`src/rtl/regfile_wr_arbiter_if.sv`:
```
// ============================================================================
// Module : regfile_wr_arbiter_if
// Brief  : Requester-side and register-file-side signals of the write arbiter
// Rev    : 1.0
// ============================================================================
`default_nettype none

interface regfile_wr_arbiter_if #(
  parameter int DATA_W = 16,
  parameter int ADDR_W = 4
);
  logic              wr0_valid;
  logic [ADDR_W-1:0] wr0_addr;
  logic [DATA_W-1:0] wr0_data;
  logic              wr0_ready;
  logic              wr1_valid;
  logic [ADDR_W-1:0] wr1_addr;
  logic [DATA_W-1:0] wr1_data;
  logic              wr1_ready;
  logic              rf_writeen;
  logic [ADDR_W-1:0] rf_writeaddr;
  logic [DATA_W-1:0] rf_writedata;
  logic              busy;
  logic              grant_id;
  logic [7:0]        drop_cnt;

  modport slave (
    input  wr0_valid, wr0_addr, wr0_data,
    input  wr1_valid, wr1_addr, wr1_data,
    output wr0_ready, wr1_ready,
    output rf_writeen, rf_writeaddr, rf_writedata,
    output busy, grant_id, drop_cnt
  );

  modport master (
    output wr0_valid, wr0_addr, wr0_data,
    output wr1_valid, wr1_addr, wr1_data,
    input  wr0_ready, wr1_ready,
    input  rf_writeen, rf_writeaddr, rf_writedata,
    input  busy, grant_id, drop_cnt
  );
endinterface

`default_nettype wire

```
`src/rtl/regfile_wr_arbiter.sv`:
```
// ============================================================================
// Module : regfile_wr_arbiter
// Brief  : Round-robin owner of the register-file write port (two requesters).
//          Define REGFILE_CLEAR_EN for the post-reset r1..r15 zero sweep.
// Rev    : 1.0
// ============================================================================
`default_nettype none

module regfile_wr_arbiter #(
  parameter int DATA_W = 16,
  parameter int ADDR_W = 4
) (
  input  wire logic           clk,
  input  wire logic           rst_n,
  regfile_wr_arbiter_if.slave bus
);

  typedef enum logic [0:0] {
    ST_CLEAR = 1'b0,
    ST_RUN   = 1'b1
  } state_t;

`ifdef REGFILE_CLEAR_EN
  localparam int     NUM_REGS  = 2 ** ADDR_W;
  localparam state_t RST_STATE = ST_CLEAR;
`else
  localparam state_t RST_STATE = ST_RUN;
`endif

  state_t            state_q, state_d;
  logic              last_grant_q, last_grant_d;
  logic              rf_we_q, rf_we_d;
  logic [ADDR_W-1:0] rf_addr_q, rf_addr_d;
  logic [DATA_W-1:0] rf_data_q, rf_data_d;
  logic              grant_id_q, grant_id_d;
  logic [7:0]        drop_cnt_q, drop_cnt_d;
  logic              wr0_ready, wr1_ready;
  logic [ADDR_W-1:0] take_addr;
  logic [DATA_W-1:0] take_data;

`ifdef REGFILE_CLEAR_EN
  logic [ADDR_W-1:0] clr_addr_q, clr_addr_d;
  logic              busy_q, busy_d;

  // Sweep counter restarts at r1 on every reset, including one taken mid-sweep.
  always_ff @(posedge clk or negedge rst_n) begin
    if (!rst_n) begin
      clr_addr_q <= ADDR_W'(1);
      busy_q     <= 1'b0;
    end else begin
      clr_addr_q <= clr_addr_d;
      busy_q     <= busy_d;
    end
  end

  assign bus.busy = busy_q;
`else
  assign bus.busy = 1'b0;
`endif

  always_ff @(posedge clk or negedge rst_n) begin
    if (!rst_n) begin
      state_q      <= RST_STATE;
      last_grant_q <= 1'b1;
      rf_we_q      <= 1'b0;
      rf_addr_q    <= '0;
      rf_data_q    <= '0;
      grant_id_q   <= 1'b0;
      drop_cnt_q   <= 8'd0;
    end else begin
      state_q      <= state_d;
      last_grant_q <= last_grant_d;
      rf_we_q      <= rf_we_d;
      rf_addr_q    <= rf_addr_d;
      rf_data_q    <= rf_data_d;
      grant_id_q   <= grant_id_d;
      drop_cnt_q   <= drop_cnt_d;
    end
  end

  always_comb begin
    state_d      = state_q;
    last_grant_d = last_grant_q;
    rf_we_d      = 1'b0;
    rf_addr_d    = rf_addr_q;
    rf_data_d    = rf_data_q;
    grant_id_d   = grant_id_q;
    drop_cnt_d   = drop_cnt_q;
    wr0_ready    = 1'b0;
    wr1_ready    = 1'b0;
    take_addr    = '0;
    take_data    = '0;
`ifdef REGFILE_CLEAR_EN
    clr_addr_d   = clr_addr_q;
    busy_d       = 1'b0;
`endif
    case (state_q)
      ST_CLEAR: begin
`ifdef REGFILE_CLEAR_EN
        rf_we_d    = 1'b1;
        rf_addr_d  = clr_addr_q;
        rf_data_d  = '0;
        busy_d     = 1'b1;
        clr_addr_d = clr_addr_q + ADDR_W'(1);
        if (clr_addr_q == ADDR_W'(NUM_REGS - 1)) begin
          state_d = ST_RUN;
        end
`else
        state_d = ST_RUN;
`endif
      end
      ST_RUN: begin
        // Under contention the port that did not win last time is served.
        wr0_ready = bus.wr0_valid & (~bus.wr1_valid | last_grant_q);
        wr1_ready = bus.wr1_valid & (~bus.wr0_valid | ~last_grant_q);
        if (wr0_ready || wr1_ready) begin
          take_addr    = wr1_ready ? bus.wr1_addr : bus.wr0_addr;
          take_data    = wr1_ready ? bus.wr1_data : bus.wr0_data;
          last_grant_d = wr1_ready;
          if (take_addr == '0) begin
            if (drop_cnt_q != 8'hFF) begin
              drop_cnt_d = drop_cnt_q + 8'd1;
            end
          end else begin
            rf_we_d    = 1'b1;
            rf_addr_d  = take_addr;
            rf_data_d  = take_data;
            grant_id_d = wr1_ready;
          end
        end
      end
      default: state_d = ST_RUN;
    endcase
  end

  assign bus.wr0_ready    = wr0_ready;
  assign bus.wr1_ready    = wr1_ready;
  assign bus.rf_writeen   = rf_we_q;
  assign bus.rf_writeaddr = rf_addr_q;
  assign bus.rf_writedata = rf_data_q;
  assign bus.grant_id     = grant_id_q;
  assign bus.drop_cnt     = drop_cnt_q;

endmodule

`default_nettype wire

```
`src/flat_wrapper.sv`:
```
// flat-port wrapper written by rule: the top's interface ports become plain ports
module regfile_wr_arbiter_flat 
#(
  parameter int DATA_W = 16,
  parameter int ADDR_W = 4
)
  (clk, rst_n, bus_wr0_valid, bus_wr0_addr, bus_wr0_data, bus_wr1_valid, bus_wr1_addr, bus_wr1_data, bus_wr0_ready, bus_wr1_ready, bus_rf_writeen, bus_rf_writeaddr, bus_rf_writedata, bus_busy, bus_grant_id, bus_drop_cnt);
  regfile_wr_arbiter_if #(.DATA_W(DATA_W), .ADDR_W(ADDR_W)) bus_i ();
  input  wire logic clk;
  input  wire logic rst_n;
  input wire logic [$bits(bus_i.wr0_valid)-1:0] bus_wr0_valid;
  input wire logic [$bits(bus_i.wr0_addr)-1:0] bus_wr0_addr;
  input wire logic [$bits(bus_i.wr0_data)-1:0] bus_wr0_data;
  input wire logic [$bits(bus_i.wr1_valid)-1:0] bus_wr1_valid;
  input wire logic [$bits(bus_i.wr1_addr)-1:0] bus_wr1_addr;
  input wire logic [$bits(bus_i.wr1_data)-1:0] bus_wr1_data;
  output wire logic [$bits(bus_i.wr0_ready)-1:0] bus_wr0_ready;
  output wire logic [$bits(bus_i.wr1_ready)-1:0] bus_wr1_ready;
  output wire logic [$bits(bus_i.rf_writeen)-1:0] bus_rf_writeen;
  output wire logic [$bits(bus_i.rf_writeaddr)-1:0] bus_rf_writeaddr;
  output wire logic [$bits(bus_i.rf_writedata)-1:0] bus_rf_writedata;
  output wire logic [$bits(bus_i.busy)-1:0] bus_busy;
  output wire logic [$bits(bus_i.grant_id)-1:0] bus_grant_id;
  output wire logic [$bits(bus_i.drop_cnt)-1:0] bus_drop_cnt;
  assign bus_i.wr0_valid = bus_wr0_valid;
  assign bus_i.wr0_addr = bus_wr0_addr;
  assign bus_i.wr0_data = bus_wr0_data;
  assign bus_i.wr1_valid = bus_wr1_valid;
  assign bus_i.wr1_addr = bus_wr1_addr;
  assign bus_i.wr1_data = bus_wr1_data;
  assign bus_wr0_ready = bus_i.wr0_ready;
  assign bus_wr1_ready = bus_i.wr1_ready;
  assign bus_rf_writeen = bus_i.rf_writeen;
  assign bus_rf_writeaddr = bus_i.rf_writeaddr;
  assign bus_rf_writedata = bus_i.rf_writedata;
  assign bus_busy = bus_i.busy;
  assign bus_grant_id = bus_i.grant_id;
  assign bus_drop_cnt = bus_i.drop_cnt;
  regfile_wr_arbiter #(.DATA_W(DATA_W), .ADDR_W(ADDR_W)) u_core (.clk(clk), .rst_n(rst_n), .bus(bus_i));
endmodule
```
`config.mk`:
```
export PLATFORM = sky130hd
export DESIGN_NAME = regfile_wr_arbiter_flat
export DESIGN_NICKNAME = d
export VERILOG_FILES = /design/src/rtl/regfile_wr_arbiter_if.sv /design/src/rtl/regfile_wr_arbiter.sv /design/src/flat_wrapper.sv
export SDC_FILE = /design/constraint.sdc
export NUM_CORES = 1
export LEC_CHECK = 0
export CAP_MARGIN = 15
export CORE_ASPECT_RATIO = 1.2
export CORE_MARGIN = 8
export CORE_UTILIZATION = 37
export CTS_BUF_LIST = sky130_fd_sc_hd__clkbuf_4
export DETAILED_ROUTE_END_ITERATION = 8
export PLACE_DENSITY_LB_ADDON = 0.08
export RECOVER_POWER = 50
export SLEW_MARGIN = 10
export SYNTH_ARGS = -nofsm -noshare
export SYNTH_HDL_FRONTEND = slang
export SYNTH_SLANG_ARGS = --single-unit
```
`constraint.sdc`:
```
create_clock -name clk -period 1.65 [get_ports clk]
set_input_delay 0.2475 -clock clk [delete_from_list [all_inputs] [get_ports clk]]
set_output_delay 0.2475 -clock clk [all_outputs]
set_load 0.01 [all_outputs]
```
# Yosys cells after proc, flatten, opt, wreduce, memory -nomap -nowiden
# Index checks and enable logic that the tools add are counted.
# op_classes
n_eq_ne	1
n_addsub	1
n_reduce_logical	4
n_bitwise	8
mux	4
mul	0
n_shift	0
div	0
order_cmp	0
# ops
op	n
two-way mux 16 bit	1
adder 8 x 1 -> 8 bit (second input constant)	1
!= test 8 bit (second input constant)	1
logical NOT 4 bit	1
two-way mux 4 bit	1
inverter 1 bit	4
AND reduction 3 bit	1
bitwise AND 1 bit	2
two-way mux 1 bit	2
OR 1 bit	2
AND reduction 2 bit	1
logical OR 1 bit	1
# word_totals
mem_count	0
input_bits	44
regBits	31
mem_bits_ro	0
elab_cells	24
output_inout_bits	33
mem_bits_rw	0
latchBits	0

# Depth between registers and ports, before layout
# depth
depth_word	7
ltp_mapped	5

# Least setup slack after synthesis
# No wires, ideal clock.
# synth_timing
path_kind	reg-to-reg
startpoint	reg u_core.last_grant_q
endpoint	reg u_core.rf_data_q[10], in the netlist u_core.bus.rf_writedata[10]
synth_period_minus_slack_ns	1.791
stages_incl_launch_ff	6
setup_ns	0.125
required_time_ns	1.525
setup_slack_ns	-0.141
path_buffers	1
arrival_time_ns	1.667
path_cell_list	dfstp_2 -> a21boi_4 -> mux2i_2 -> nor2b_4 -> buf_6 -> mux2_2
# synth_via
elab_chain_cells	7
elab_cells_between_ends	11
classes_between	mux (2); bitwise (6); reduce/logical (3)
# synth_lines
item	line_no	source
from (decl)	regfile_wr_arbiter.sv:31	logic last_grant_q, last_grant_d;
from (signal assigned)	regfile_wr_arbiter.sv:72	last_grant_q <= last_grant_d;
inverter 1 bit	regfile_wr_arbiter.sv:115	wr1_ready = bus.wr1_valid & (~bus.wr0_valid | ~last_grant_q);
OR 1 bit	regfile_wr_arbiter.sv:115	
bitwise AND 1 bit	regfile_wr_arbiter.sv:115	
two-way mux 4 bit	regfile_wr_arbiter.sv:117	take_addr = wr1_ready ? bus.wr1_addr : bus.wr0_addr;
logical NOT 4 bit	regfile_wr_arbiter.sv:120	if (take_addr == '0) begin
inverter 1 bit (no line)	n/a	
AND reduction 2 bit (no line)	n/a	
to (signal assigned)	regfile_wr_arbiter.sv:75	rf_data_q <= rf_data_d;
to (decl)	regfile_wr_arbiter.sv:34	logic [DATA_W-1:0] rf_data_q, rf_data_d;
# Several ways; a longest one is shown, not always the timed one.
# A chain may end at the register's enable or synchronous reset.

# Final worst setup path
# layout_timing
startpoint	reg u_core.last_grant_q
endpoint	reg u_core.rf_addr_q[3], in the netlist u_core.bus.rf_writeaddr[3]
# layout_via
elab_chain_cells	7
elab_cells_between_ends	10
classes_between	mux (1); bitwise (6); reduce/logical (3)
# layout_lines
item	line_no	source
inverter 1 bit	regfile_wr_arbiter.sv:115	
OR 1 bit	regfile_wr_arbiter.sv:115	
bitwise AND 1 bit	regfile_wr_arbiter.sv:115	
two-way mux 4 bit	regfile_wr_arbiter.sv:117	
logical NOT 4 bit	regfile_wr_arbiter.sv:120	
inverter 1 bit (no line)	n/a	
AND reduction 2 bit (no line)	n/a	
to (signal assigned)	regfile_wr_arbiter.sv:74	rf_addr_q <= rf_addr_d;
to (decl)	regfile_wr_arbiter.sv:33	logic [ADDR_W-1:0] rf_addr_q, rf_addr_d;
# Several ways; a longest one is shown, not always the timed one.

==> summary.md <==
| Metric | Value |
|---|---|
| Hold path start | `bus_wr1_addr[1]` |
| Max rail drop VDD | `between 0.0006 and 0.0007 V` |
| Hold_buf cts | `0` |
| Worst R2R End | `u_core.bus.rf_writeaddr[3]$_DFFE_PN0P_` |
| Worst Hold End | `u_core.bus.rf_writeaddr[1]$_DFFE_PN0P_` |
| Startpoint Class | `flop` |
| Kind of critical path | `reg -> reg` |
| R2R cell count | `6` |
| Clock Path Buffers | `2` |
| Root buffer cell | `clkbuf_4` |
| Syn Inst Count | `~110` |
| ANT cells | `0` |
| Gp weighted congestion | `0.714` |
| TritonCTS Buffers | `5` |
| Die Y | `around 87 µm` |
| Top cells by area, synth | `dfrtp_1, mux2_2, xor2_1, dfstp_2, buf_6` |
| Fmax | `between 500 and 600 MHz` |
| Crit path depth | `6` |
| Yosys reg bits | `31` |
| # DRC | `0` |
| Die W | `74.8 µm` |
| Slew Limit Fails | `0` |
| Total routed wirelength | `around 4400 µm` |
| Hold Path Depth | `3` |
| Detail Route Antenna Nets | `0` |
| GRT Total Usage | `14.5%` |
| RSZ-0062 raised after global routing | `true` |
| Io pins | `slightly below 80` |
| # H-tree levels | `2` |
| Initial antenna violation count | `0` |
| Via count | `approximately 1300` |
| Met2 wire len | `between 2000 and 2500 µm` |
| Sequential-to-total area share from yosys stat | `between 50% and 60%` |
| Drt pass-1 iters | `4` |
| Die Footprint | `between 6000 and 7000 µm²` |
| Synth Cell Area | `roughly 1500 µm²` |
| Core area | `just under 4000 µm²` |
| Final Skew | `approximately 0.009 ns` |
| HP Class | `in -> reg` |
| Violations in the final reports | `negative setup slack` |
| Hpwl dp | `~3200 µm` |
| FP Rows | `25` |
| PortBufs | `75` |
| Skew-Pair Late Insertion Delay | `0.33 ns` |
| Crit path required time | `1.86 ns` |
| Vias in the first global route | `1465` |
| Internal reg-to-reg setup slack | `-0.09 ns` |
| Slowest cell on crit path | `dfstp_2` |
| Fill cell count | `approximately 300` |
| Min Clock Period, post-route | `around 1.7 ns` |
| P&R area growth vs syn | `77.7%` |
| Hold Slack | `about 0.32 ns` |
| Overflow after GRT | `0` |
| Yosys top cell by area | `dfrtp_1` |
| Worst-path clk slew | `~0.10 ns` |
| Static Leakage | `between 1 and 1.5 nW` |
| Crit-path cells | `a21boi_4, mux2i_4, nor2b_4, buf_6, buf_12, mux2_4` |
| Yosys cell types | `28` |
| Family with the most delay on the worst path | `multiplexers` |
| Sink Count | `31` |
| Final period util | `105%` |
| Met3 WL | `between 400 and 500 µm` |
| EDFF count, synth | `0` |
| Max Cap Violations | `0` |
| Avg Cell Area, Syn | `around 13 µm²` |
| Syn nets | `about 160` |
| Critical path buffer and inverter count | `2` |
| CTS tree | `done` |
| Largest net degree at the start of global routing | `32` |
| Layout cells sized above 1 | `roughly 40%` |
| Post-placement setup slack | `-0.481 ns` |
| Final #Nets | `between 200 and 300` |
| Final setup margin | `-0.0875 ns` |
| Asr flop ratio synth | `100%` |
| Outcome | `finished, violations left` |
| Synth top area share | `just under 50%` |
| Reg2Reg Launch Point | `u_core.last_grant_q$_DFFE_PN1P_` |
| Pwr/cell area | `806 nW/µm²` |
| Final hold viol count | `0` |
| CP max stage delay | `about 0.40 ns` |
| Slew margin rel. | `51.7%` |
| Critical-path maximum fanout | `6` |
| CP Capture Type | `flop` |
| First-pass GRT wire length | `~7000 µm` |
| M1 wire length | `1620 µm` |
| Crit path DAT | `1.95 ns` |
| Vias per inst | `approximately 4.8` |
| DRT iter0 DRCs | `11` |
| Final setup viols | `22` |
| Starting Density | `around two fifths` |
| Ys flop type | `dfrtp_1` |
| DR WL/cell | `between 15 and 20 µm` |
| Syn. warnings | `0` |
| Top layer in use | `met4` |
| Slew @ Worst Pin | `0.724 ns` |
cells by family after synthesis:
family | share of synthesized area [%]
fa+ha+maj | 0.815
buf+inv | 2.93
compound gates | 4.07
xor+xnor | 3.99
flops | 50.6
mux | 30.2
other cells | 0.244
simple gates | 7.17
cell type report:
cell class | count | area [µm²] | area share (%)
clock buffers | 5 | 37.5 | 1.38
clock inverters | 3 | 15.0 | 0.550
inverters | 2 | 7.51 | 0.275
multi-input cells | 76 | 876 | 32.1
flip-flops and latches | 31 | 778 | 28.5
well taps | 54 | 67.6 | 2.48
repair buffers | 94 | 946 | 34.7
Yosys cell counts (2+ instances only):
master,number
mux2_2,39
dfrtp_1,30
xor2_1,7
nand2_1,3
nor2_1,3
nor4_1,3
buf_6,2
clkbuf_1,2
inv_1,2
nand3_1,2
nor3_1,2
o21ai_0,2
o22ai_1,2
per-stage QoR:
step                      util (%)  total power, mW  cells  area [µm²]  setup TNS (ns)
after global routing          68.7             2.32    265        2730           -3.16
after global placement        61.6             1.70    252        2450          -10.76
after CTS                     67.8             2.21    266        2690           -2.13
after floorplan                  -             1.28    114        1550           -1.38
after detailed placement      61.6             1.72    252        2450          -12.25
final                         68.7             2.20    265        2730           -1.07
state kept, by name (all words and copies together), names as in the netlist:
name                     flops
u_core.bus.rf_writeaddr      4
u_core.last_grant_q          1
u_core.bus.drop_cnt          8
u_core.bus.grant_id          1
u_core.bus.rf_writedata     16
u_core.bus.rf_writeen        1
worst min-delay path, cell delays in order:
cell and delay (ns):
dlymetal6s2s_1 0.12, mux2i_1 0.11, o22ai_1 0.13
report_power, final:
| group | switching (mW) | internal, mW |
|---|---|---|
| Sequential | 0.0944 | 0.880 |
| Clock | 0.249 | 0.158 |
| Combinational | 0.292 | 0.527 |
metal layers:
| layer | global-route usage, % | up-vias |
|---|---|---|
| li1 | - | 605 |
| met1 | 15.0 | 613 |
| met2 | 25.0 | 41 |
| met3 | 6.00 | 6 |
| met4 | 5.54 | 0 |
| met5 | 0 | - |
repair_timing:
action,4_1_cts,5_1_grt
setup endpoints to repair,28,28
gates cloned,2,0
pin swaps,5,13
setup buffers,4,3
resized for setup,38,19
worst max path at each step:
stage                                          startpoint                                       to  slack, ns
after global placement                    bus_wr1_addr[2]       u_core.bus.drop_cnt[1]$_DFFE_PN0P_      -0.41
after global routing      u_core.last_grant_q$_DFFE_PN1P_   u_core.bus.rf_writedata[3]$_DFFE_PN0P_      -0.18
after floorplan           u_core.last_grant_q$_DFFE_PN1P_  u_core.bus.rf_writedata[10]$_DFFE_PN0P_      -0.08
after CTS                 u_core.last_grant_q$_DFFE_PN1P_  u_core.bus.rf_writedata[10]$_DFFE_PN0P_      -0.12
after detailed placement                  bus_wr1_addr[2]       u_core.bus.drop_cnt[7]$_DFFE_PN0P_      -0.48
final                     u_core.last_grant_q$_DFFE_PN1P_   u_core.bus.rf_writeaddr[3]$_DFFE_PN0P_      -0.09
cell usage in the layout, fill, tap and decap left out, drive strengths merged:
cell           count
nor2               3
nand2              3
nand4              1
dlymetal6s2s       4
o32a               1
mux2              39
dlygate4sd3        1
mux2i              2
clkdlybuf4s50     66
nor2b              2
o21ai              2
nand3              2
and2               1
buf               20
clkinv             3
nor4b              1
nor4               3
inv                2
conb               1
ha                 1
a21boi             1
nor3b              1
dlygate4sd2        2
dfstp              1
dfrtp             30
nor3               2
xor2               7
o22ai              2
o2111a             1
clkbuf             6
No activity file was read; power rests on OpenSTA's default activity.
==> RTL edit, RTL diff (config.mk and constraints unchanged) <==
`DATA_W` is set to 16 in 3 places; all go to 32.
--- a/src/rtl/regfile_wr_arbiter_if.sv
+++ b/src/rtl/regfile_wr_arbiter_if.sv
@@ -8,3 +8,3 @@
 interface regfile_wr_arbiter_if #(
-  parameter int DATA_W = 16,
+  parameter int DATA_W = 32,
   parameter int ADDR_W = 4
--- a/src/rtl/regfile_wr_arbiter.sv
+++ b/src/rtl/regfile_wr_arbiter.sv
@@ -9,3 +9,3 @@
 module regfile_wr_arbiter #(
-  parameter int DATA_W = 16,
+  parameter int DATA_W = 32,
   parameter int ADDR_W = 4
--- a/src/flat_wrapper.sv
+++ b/src/flat_wrapper.sv
@@ -3,3 +3,3 @@
 #(
-  parameter int DATA_W = 16,
+  parameter int DATA_W = 32,
   parameter int ADDR_W = 4
Ports: changed (resized bus_rf_writedata, bus_wr0_data and bus_wr1_data); port bits go from 77 to 125. No check against the original RTL was run, so the function may have changed too.
==> RTL edit against the unedited design <==
  * The run still ends with negative setup slack left
  * Sequential cell count rose by 16
  * First-iteration DRC count rose to 4.3 times the old value
  * Sequential share of layout area fell by 0.80 points
  * Power rose by 67%
  * Worst setup slack got worse by 0.16 ns
  * Final area rose by 56%
  * Area after synthesis rose by 61%
  * Routed wire length rose by 63%
  * Critical path type unchanged
  * Critical endpoint is now u_core.bus.rf_writedata[5]
==> RTL edit: results (changes against the unedited design) <==
status=finished with violations (unchanged); failing checks=negative setup slack (unchanged); Syn Inst Count=171 (was 114); Min Hold Slack=0.3789 ns (was 0.3158 ns); share of layout cells above drive strength 1=38.04% (was 39.81%); Filler cells=519 (was 304); switching share of power=25.90% (was 28.88%); Synth Net Count=248 (was 159); LEAKAGE=0.001885 uW (was 0.001254 uW); Worst-Skew Late Latency=0.36 ns (was 0.33 ns); clk_skew=0.009717 ns (was 0.009213 ns); first-pass GRT wire length=11400 um (was 7196 um); I/O Buffers=123 (was 75); vias in the first global route=2221 (was 1465); Adder-Cell Fraction of Synth Area=0.5076% (was 0.8150%); final worst slack=-0.2524 ns (was -0.08748 ns); Post-Synth XOR/XNOR Area=2.487% (was 3.993%); DP HPWL=5554 um (was 3247 um); routability cong.=0.7117 (was 0.7136); P_seq=1440 uW (was 974 uW); fin cells=411 (was 265); Net Switching=951.1 uW (was 635.3 uW); Relative slew margins=42.47% (was 51.72%); Worst EP arrival=2.16 ns (was 1.95 ns); Synth area leaders=dfrtp_1 47%, mux2_4 18%, mux2_2 15%, mux2i_1 2.0%, mux2_1 1.8% (was dfrtp_1 49%, mux2_2 29%, xor2_1 4.0%, dfstp_2 1.7%, buf_6 1.5%); net count reported at finish=402 (was 255); worst vdd ir=0.5605 mV (was 0.6016 mV); DR vias/cell=4.689 (was 4.774); largest net degree at the start of global routing=24 (was 32); compound-gate portion of the synthesized area=3.858% (was 4.075%); drt initial violations=47 (was 11); max reg flops=32 (was 16); Setup TNS=-7.031 ns (was -1.067 ns); post-synth cell types=35 (was 28); sequential area share after synthesis=47.77% (was 50.61%); crit-path max cell delay=0.58 ns (was 0.40 ns); clock group power=852 uW (was 407 uW); final setup vio count=34 (was 22)
[RTL edit: cell count changes in the layout (fill, tap and decap cells not counted), sizes merged, moves of 3 or more]
cell	before	now
mux2	39	66
clkinv	3	0
xnor2	0	3
dfrtp	30	46
clkdlybuf4s50	66	116
clkbuf	6	10
dlymetal6s2s	4	0
xor2	7	4
mux2i	2	5
o21ai	2	9
buf	20	31
[RTL edit: path summary, 6_finish.rpt]
path,start,end,depth (start not counted)
max,u_core.last_grant_q,u_core.bus.rf_writedata[5],7
min,bus_wr0_valid,u_core.last_grant_q,2
max reg2reg,u_core.last_grant_q,u_core.bus.rf_writedata[5],7
min reg2reg,u_core.bus.drop_cnt[6],u_core.bus.drop_cnt[6],1
max in group asynchronous,rst_n,u_core.bus.rf_writeaddr[0],3
min in group asynchronous,rst_n,u_core.bus.rf_writedata[28],2
[RTL edit: layout make-up]
class,instances,area share [%]
clock inverter,2,1.413
tap,85,2.502
multi-input combinational,114,29.94
clock buffer,6,1.060
sequential,47,27.73
inverter,1,0.08831
timing repair buffer,156,37.27
[RTL edit: repair_timing]
action / in CTS / in global routing
gates resized for setup: 29 / 9
pin swaps: 2 / 4
endpoints found under the hold margin: 14 / 0
setup endpoints to repair: 37 / 47
gates cloned: 3 / 1
setup buffers: 6 / 7
hold buffers: 1 / 0
[RTL edit: stage by stage]
| stage | setup WS [ns] | area (um2) |
|---|---|---|
| finish | -0.2524 | 4250 |
| CTS | -0.2732 | 4202 |
| global placement | -0.4395 | 3890 |
| global route | -0.3082 | 4250 |
| detailed placement | -0.5060 | 3890 |
| floorplan | -0.04511 | 2469 |
[RTL edit: per-layer routing]
layer	wire length, um	vias up	track usage (%)
met3	404	9	4.187
met1	2847	938	15.26
met2	3904	58	28.14
met5	0	-	0
li1	-	922	-
met4	105	0	4.291
